$ cat config.mk
export PLATFORM = sky130hd
export DESIGN_NAME = aeolus_sequencer
export DESIGN_NICKNAME = d
export VERILOG_FILES = /design/src/rtl/aeolus_sequencer.sv
export SDC_FILE = /design/constraint.sdc
export NUM_CORES = 1
export LEC_CHECK = 0
export ABC_CLOCK_PERIOD_IN_PS = 4300
export CORE_ASPECT_RATIO = 2
export CORE_UTILIZATION = 50
export DETAILED_ROUTE_END_ITERATION = 6
export GPL_ROUTABILITY_DRIVEN = 0
export PLACE_DENSITY = 0.8
export REMOVE_ABC_BUFFERS = 1
export SETUP_SLACK_MARGIN = 0.15
export SYNTH_ARGS = -nofsm -noshare
export SYNTH_HDL_FRONTEND = slang
export SYNTH_SLANG_ARGS = --single-unit
$ cat constraint.sdc
create_clock -name clk -period 4.3 [get_ports clk]
set_clock_uncertainty 0.2 [all_clocks]
set_input_delay 0.86 -clock clk [delete_from_list [all_inputs] [get_ports clk]]
set_output_delay 0.86 -clock clk [all_outputs]
set_load 0.01 [all_outputs]
$ cat src/rtl/aeolus_sequencer.sv
`default_nettype none
// ============================================================================
// Module      : aeolus_sequencer
// Description : Fetch/decode/execute sequencer driving one-hot control strobes
//               from a 4-bit opcode ROM. Optional single-step input enabled by
//               the AEOLUS_SINGLE_STEP_EN macro.
// Revision    : 1.0
// ============================================================================
module aeolus_sequencer #(
    parameter int PC_WIDTH     = 8,
    parameter bit HALT_ON_WRAP = 1'b1
) (
    input  logic                clk,
    input  logic                reset,
    input  logic                run,
    input  logic                rom_ack,
    input  logic [3:0]          instr,
    input  logic                cond_flag,
`ifdef AEOLUS_SINGLE_STEP_EN
    input  logic                step,
`endif
    output logic                rom_req,
    output logic [PC_WIDTH-1:0] pc,
    output logic [15:0]         ctrl,
    output logic                busy,
    output logic                halted,
    output logic [15:0]         instr_count
);

    typedef enum logic [2:0] {
        S_IDLE   = 3'd0,
        S_FETCH  = 3'd1,
        S_DECODE = 3'd2,
        S_EXEC   = 3'd3,
        S_HALT   = 3'd4
    } state_t;

    state_t              state_q;
    logic [PC_WIDTH-1:0] pc_q;
    logic [3:0]          ir_q;
    logic [15:0]         ctrl_q;
    logic [15:0]         count_q;
    logic                rom_req_q;
    logic                busy_q;
    logic                halted_q;

    logic [PC_WIDTH-1:0] pc_d;
    logic [15:0]         count_d;
    logic [15:0]         ctrl_d;
    logic                gate_d;
    logic                start_d;

`ifdef AEOLUS_SINGLE_STEP_EN
    logic step_q;
    // Only a fresh step edge starts an instruction; holding step high does not repeat.
    assign start_d = run | (step & ~step_q);
`else
    assign start_d = run;
`endif

    always_comb begin
        pc_d    = pc_q + PC_WIDTH'(1);
        count_d = (&count_q) ? count_q : count_q + 16'd1;
        gate_d  = ((ir_q == 4'd8) || (ir_q == 4'd9)) ? cond_flag : 1'b1;
        ctrl_d  = gate_d ? (16'h0001 << ir_q) : 16'h0000;
    end

    always_ff @(posedge clk or negedge reset) begin
        if (!reset) begin
            state_q   <= S_IDLE;
            pc_q      <= '0;
            ir_q      <= 4'd0;
            ctrl_q    <= 16'h0000;
            count_q   <= 16'h0000;
            rom_req_q <= 1'b0;
            busy_q    <= 1'b0;
            halted_q  <= 1'b0;
`ifdef AEOLUS_SINGLE_STEP_EN
            step_q    <= 1'b0;
`endif
        end else begin
`ifdef AEOLUS_SINGLE_STEP_EN
            step_q <= step;
`endif
            case (state_q)
                S_IDLE: begin
                    if (start_d) begin
                        state_q   <= S_FETCH;
                        rom_req_q <= 1'b1;
                        busy_q    <= 1'b1;
                    end
                end
                S_FETCH: begin
                    if (rom_ack) begin
                        ir_q      <= instr;
                        state_q   <= S_DECODE;
                        rom_req_q <= 1'b0;
                    end
                end
                S_DECODE: begin
                    // The conditional gate is folded straight into the strobe register.
                    ctrl_q  <= ctrl_d;
                    state_q <= S_EXEC;
                end
                S_EXEC: begin
                    ctrl_q  <= 16'h0000;
                    count_q <= count_d;
                    if ((&pc_q) && HALT_ON_WRAP) begin
                        state_q  <= S_HALT;
                        busy_q   <= 1'b0;
                        halted_q <= 1'b1;
                    end else begin
                        pc_q <= pc_d;
                        if (run) begin
                            state_q   <= S_FETCH;
                            rom_req_q <= 1'b1;
                        end else begin
                            state_q <= S_IDLE;
                            busy_q  <= 1'b0;
                        end
                    end
                end
                S_HALT: begin
                    state_q <= S_HALT;
                end
                default: begin
                    state_q   <= S_IDLE;
                    ctrl_q    <= 16'h0000;
                    rom_req_q <= 1'b0;
                    busy_q    <= 1'b0;
                    halted_q  <= 1'b0;
                end
            endcase
        end
    end

    assign rom_req     = rom_req_q;
    assign pc          = pc_q;
    assign ctrl        = ctrl_q;
    assign busy        = busy_q;
    assign halted      = halted_q;
    assign instr_count = count_q;

endmodule
`default_nettype wire

# After elaboration in Yosys (flattened, before gate mapping)
# Cells that the tools add are included.
[op_classes] n_bitwise=5 n_addsub=2 n_reduce_logical=15 shifts=1 n_mux=18 eq_ne=11
[op_table] cell="$pmux W16 S2" count=1
[op_table] cell="$add A16 B1 Y16 const B" count=1
[op_table] cell="$mux W16" count=1
[op_table] cell="$reduce_and A16 Y1" count=1
[op_table] cell="$shl A1 B4 Y16 const A" count=1
[op_table] cell="$pmux W3 S5" count=1
[op_table] cell="$reduce_and A2 Y1" count=5
[op_table] cell="$mux W1" count=9
[op_table] cell="$mux W3" count=3
[op_table] cell="$add A8 B1 Y8 const B" count=1
[op_table] cell="$eq A4 B4 Y1 const B" count=2
[op_table] cell="$ne A2 B2 Y1 const B" count=4
[op_table] cell="$reduce_and A8 Y1" count=1
[op_table] cell="$eq A3 B2 Y1 const B" count=2
[op_table] cell="$reduce_and A3 Y1" count=2
[op_table] cell="$reduce_or A3 Y1" count=2
[op_table] cell="$not A1 Y1" count=5
[op_table] cell="$pmux W1 S4" count=1
[op_table] cell="$reduce_or A4 Y1" count=1
[op_table] cell="$eq A3 B1 Y1 const B" count=1
[op_table] cell="$eq A3 B3 Y1 const B" count=1
[op_table] cell="$logic_not A3 Y1" count=1
[op_table] cell="$ne A3 B3 Y1 const B" count=1
[op_table] cell="$pmux W1 S3" count=1
[op_table] cell="3 further kinds" count=3
[word_totals] wordCells=60 regBits=50

# Longest topological paths before layout
[logic_depth] word_depth=5 ltp_mapped=6 depth_no_buf=5

# Worst setup path after synthesis
# OpenSTA, ideal clock, no wires.
[synth_timing] path_type="reg-to-reg" start="reg pc_q[0], in the netlist pc[0]" end="reg pc_q[1], in the netlist pc[1]" synth_period_minus_slack_ns=1.887 t_arrival_ns=1.562 path_stages_with_launch=5 path_buffers=0 required_time_ns=3.975 slack_ns=2.413 path_cell_list="dfrtp_1 ha_1 and3_1 a41oi_2 mux2_2"
[synth_via] elab_chain_cells=3
[synth_lines] element="start: declaration" line="39" source="logic [PC_WIDTH-1:0] pc_q;"
[synth_lines] element="start signal: assignment" line="113" source="pc_q <= pc_d;"
[synth_lines] element="branches (longest 3 deep; another with $add A8 B1 Y8)"
# Several ways; the timed one is not identified.
# A chain may end at the register's enable or synchronous reset.

# Final worst setup path
[layout_timing] start="reg count_q[0], in the netlist instr_count[0]" end="reg count_q[13], in the netlist instr_count[13]"
[layout_via] elab_chain_cells=3
[layout_lines] element="start: declaration" line="42" source="logic [15:0] count_q;"
[layout_lines] element="start signal: assignment" line="107" source="count_q <= count_d;"
[layout_lines] element="branches (longest 3 deep; another with $add A16 B1 Y16)"
# Several ways; the timed one is not identified.

==> reports/summary.txt <==
Max Slew Vio Count: 0
# diodes: 0
Final Critical Period: 2564 ps
Total Wirelength: 4380 um
Initial core utilization: 52.54%
CP cell instances: ha_1 > nand4_1 > nor4_2 > and4bb_1 > xor2_1
Top Ports: 52
Clock Tree Buf Depth: 2
Post-layout util: 66.79%
Slew margin rel.: 17.27%
Reg clk slew, reported paths: 90 ps
Post-Syn Area: 2302 um^2
WL per Instance: 14.04 um
# DRC: 0
Setup slack, reg-to-reg: 1740 ps
CTS sink count: 50
All-Layer GR Usage: 20.06%
Clock tree root buffer cell: clkbuf_8
Hold Crit Depth: 2
Via count: 1,710
Max incr delay on CP: 990 ps
Worst skew pair latency: 300 ps
Number of synthesized flops with an enable pin: 0
WP data arrival: 2540 ps
# H-tree levels: 2
Critical Path Stages: 5
Pwr dens: 527.5 nW/um^2
Worst Setup Start Kind: flop
Placed Instance Area: 2831 um^2
Setup Fix Bufs, Post-CTS: 0
Most frequent cells in the layout: dfrtp_1, clkdlybuf4s50_1, nand2_1
PostCTS Resize Cnt: 0
Status: complete, no violations
Die area: 4896 um^2
First-pass GRT wire length: 7610 um
Synth-to-Final Area Change: 27.12%
Routed Antenna Nets: 0
Req. time, crit path: 4280 ps
Port buffer count: 51
Ys flop type: dfrtp_1
Peak VDD IR: 363.8 uV
Seq cells post-synth: 50
Asr flop ratio synth: 100.0%
RSZ-0062 raised after global routing: false
Initial antenna violation count: 0
Ys Warns: 0
Final Hold Fails: 0
Max-Cap Viols: 0
DR vias/cell: 5.481
Worst-Margin Slew: 1231 ps
Post-detail-place hpwl: 3166 um
CP max FO: 12
Final net count: 268
Nature of the critical path endpoint: flop
TritonCTS clock tree: yes
Ratio of cells with drive above 1 in the final layout: 8.527%
Largest net degree at the start of global routing: 51
CTS Hold Bufs: 0
Post-Syn Area per Cell: 11.12 um^2
Number of buffers created by CTS: 5
Pwr Total: 1.544 mW
Crit Path Category: flop to flop
Cell family with most CP delay: simple AND/OR/NAND/NOR gates
Count of final setup violators: 0
Final worst-path cycle share: 59.62%
Critical path buffer and inverter count: 0
Drt pass-1 iters: 4
Final Instance Area: 2927 um^2
GR Overflow Total: 0
Max Freq: 0.3900 GHz
Class of the worst hold path: flop to flop
Row count: 34
Number of global-route vias before repair: 1,710
P_leak: 1.306 nW
Initial DRC Count: 37
R2R cell count: 5
Yosys cell types: 38
DIE WIDTH: 49.98 um
Syn Inst Count: 207
Sequential area share after synthesis: 54.35%
Slowest-stage cell, CP: nor4_2
DIE HEIGHT: 97.96 um
Core area: 4382 um^2
Setup TNS: 0 ps
layout make-up:
type	instances	area (um^2)
fill	348	1455
multi-input combinational	145	992.2
clock inverter	2	12.51
clock buffer	6	82.58
inverter	4	15.01
tap	54	67.56
timing repair buffer	51	505.5
sequential	50	1251
path summary, 6_finish.rpt:
path,from,end
setup / recovery,instr_count[0],instr_count[13]
hold / removal,ctrl[14],ctrl[14]
setup reg to reg,instr_count[0],instr_count[13]
hold reg to reg,ctrl[14],ctrl[14]
max in group asynchronous,reset,instr_count[13]
min in group asynchronous,reset,ctrl[9]
worst min-delay path, delay by kind of cell (launching register included):
family	cells	cell delay, ps
AO/OA/AOI/OAI	1	60
flip-flops	1	350
AND/OR/NAND/NOR	1	40
power by group:
group / switching (mW) / internal, mW / leakage (nW)
Combinational: 0.233 / 0.293 / 0.597
Clock: 0.152 / 0.129 / 0.0472
Sequential: 0.153 / 0.583 / 0.662
flip-flops by register name, summed over array words and instances, names as in the netlist:
name,count
busy,1
instr_count,16
state_q,3
ctrl,16
pc,8
rom_req,1
halted,1
ir_q,4
logic make-up (layout without fill, tap and decap cells):
group | Yosys count | count (layout) | share of synthesized area [%]
multiplexers | 7 | 7 | 3.587
flip-flops | 50 | 50 | 54.35
AND/OR/NAND/NOR | 84 | 84 | 20.98
adder cells (fa/ha/maj) | 2 | 2 | 1.087
AO/OA/AOI/OAI | 31 | 31 | 9.457
buffers and inverters | 12 | 63 | 2.554
XOR/XNOR | 21 | 21 | 7.989
cell usage after synthesis, drive strengths merged, types with 2 or more instances:
cell type	number	area, um^2
a21oi	5	25.02
a22o	7	61.31
a32o	2	20.02
and3	5	31.28
and4bb	2	25.02
buf	4	28.78
clkbuf	4	15.01
dfrtp	50	1251
ha	2	25.02
inv	4	15.01
mux2	7	82.57
nand2	25	93.84
nand2b	3	18.77
nand3	8	40.04
nand4	6	37.54
nor2	14	60.06
nor2b	2	12.51
nor3	5	25.02
nor3b	3	22.52
nor4	5	37.53
nor4b	3	41.29
o21ai	11	55.05
o31ai	2	15.01
xnor2	5	43.79
xor2	16	140.1
routing by layer:
metal	global-route usage [%]	vias to the layer above	wire length, um
met5	0	-	0
met4	9.011	0	70
met3	3.115	5	143
met2	34.87	40	2415
met1	23.45	838	1751
li1	-	827	-
per-stage QoR:
stage | setup slack (ps) | instances | hold WS, ps
3_5_place_dp | 1811 | 304 | 269.6
6_report | 1736 | 312 | 282.5
2_1_floorplan | 2021 | 199 | 316.2
4_1_cts | 1734 | 312 | 290.6
5_1_grt | 1596 | 312 | 316.0
3_3_place_gp | 1827 | 304 | 259.5
No activity file was read; power rests on OpenSTA's default activity.
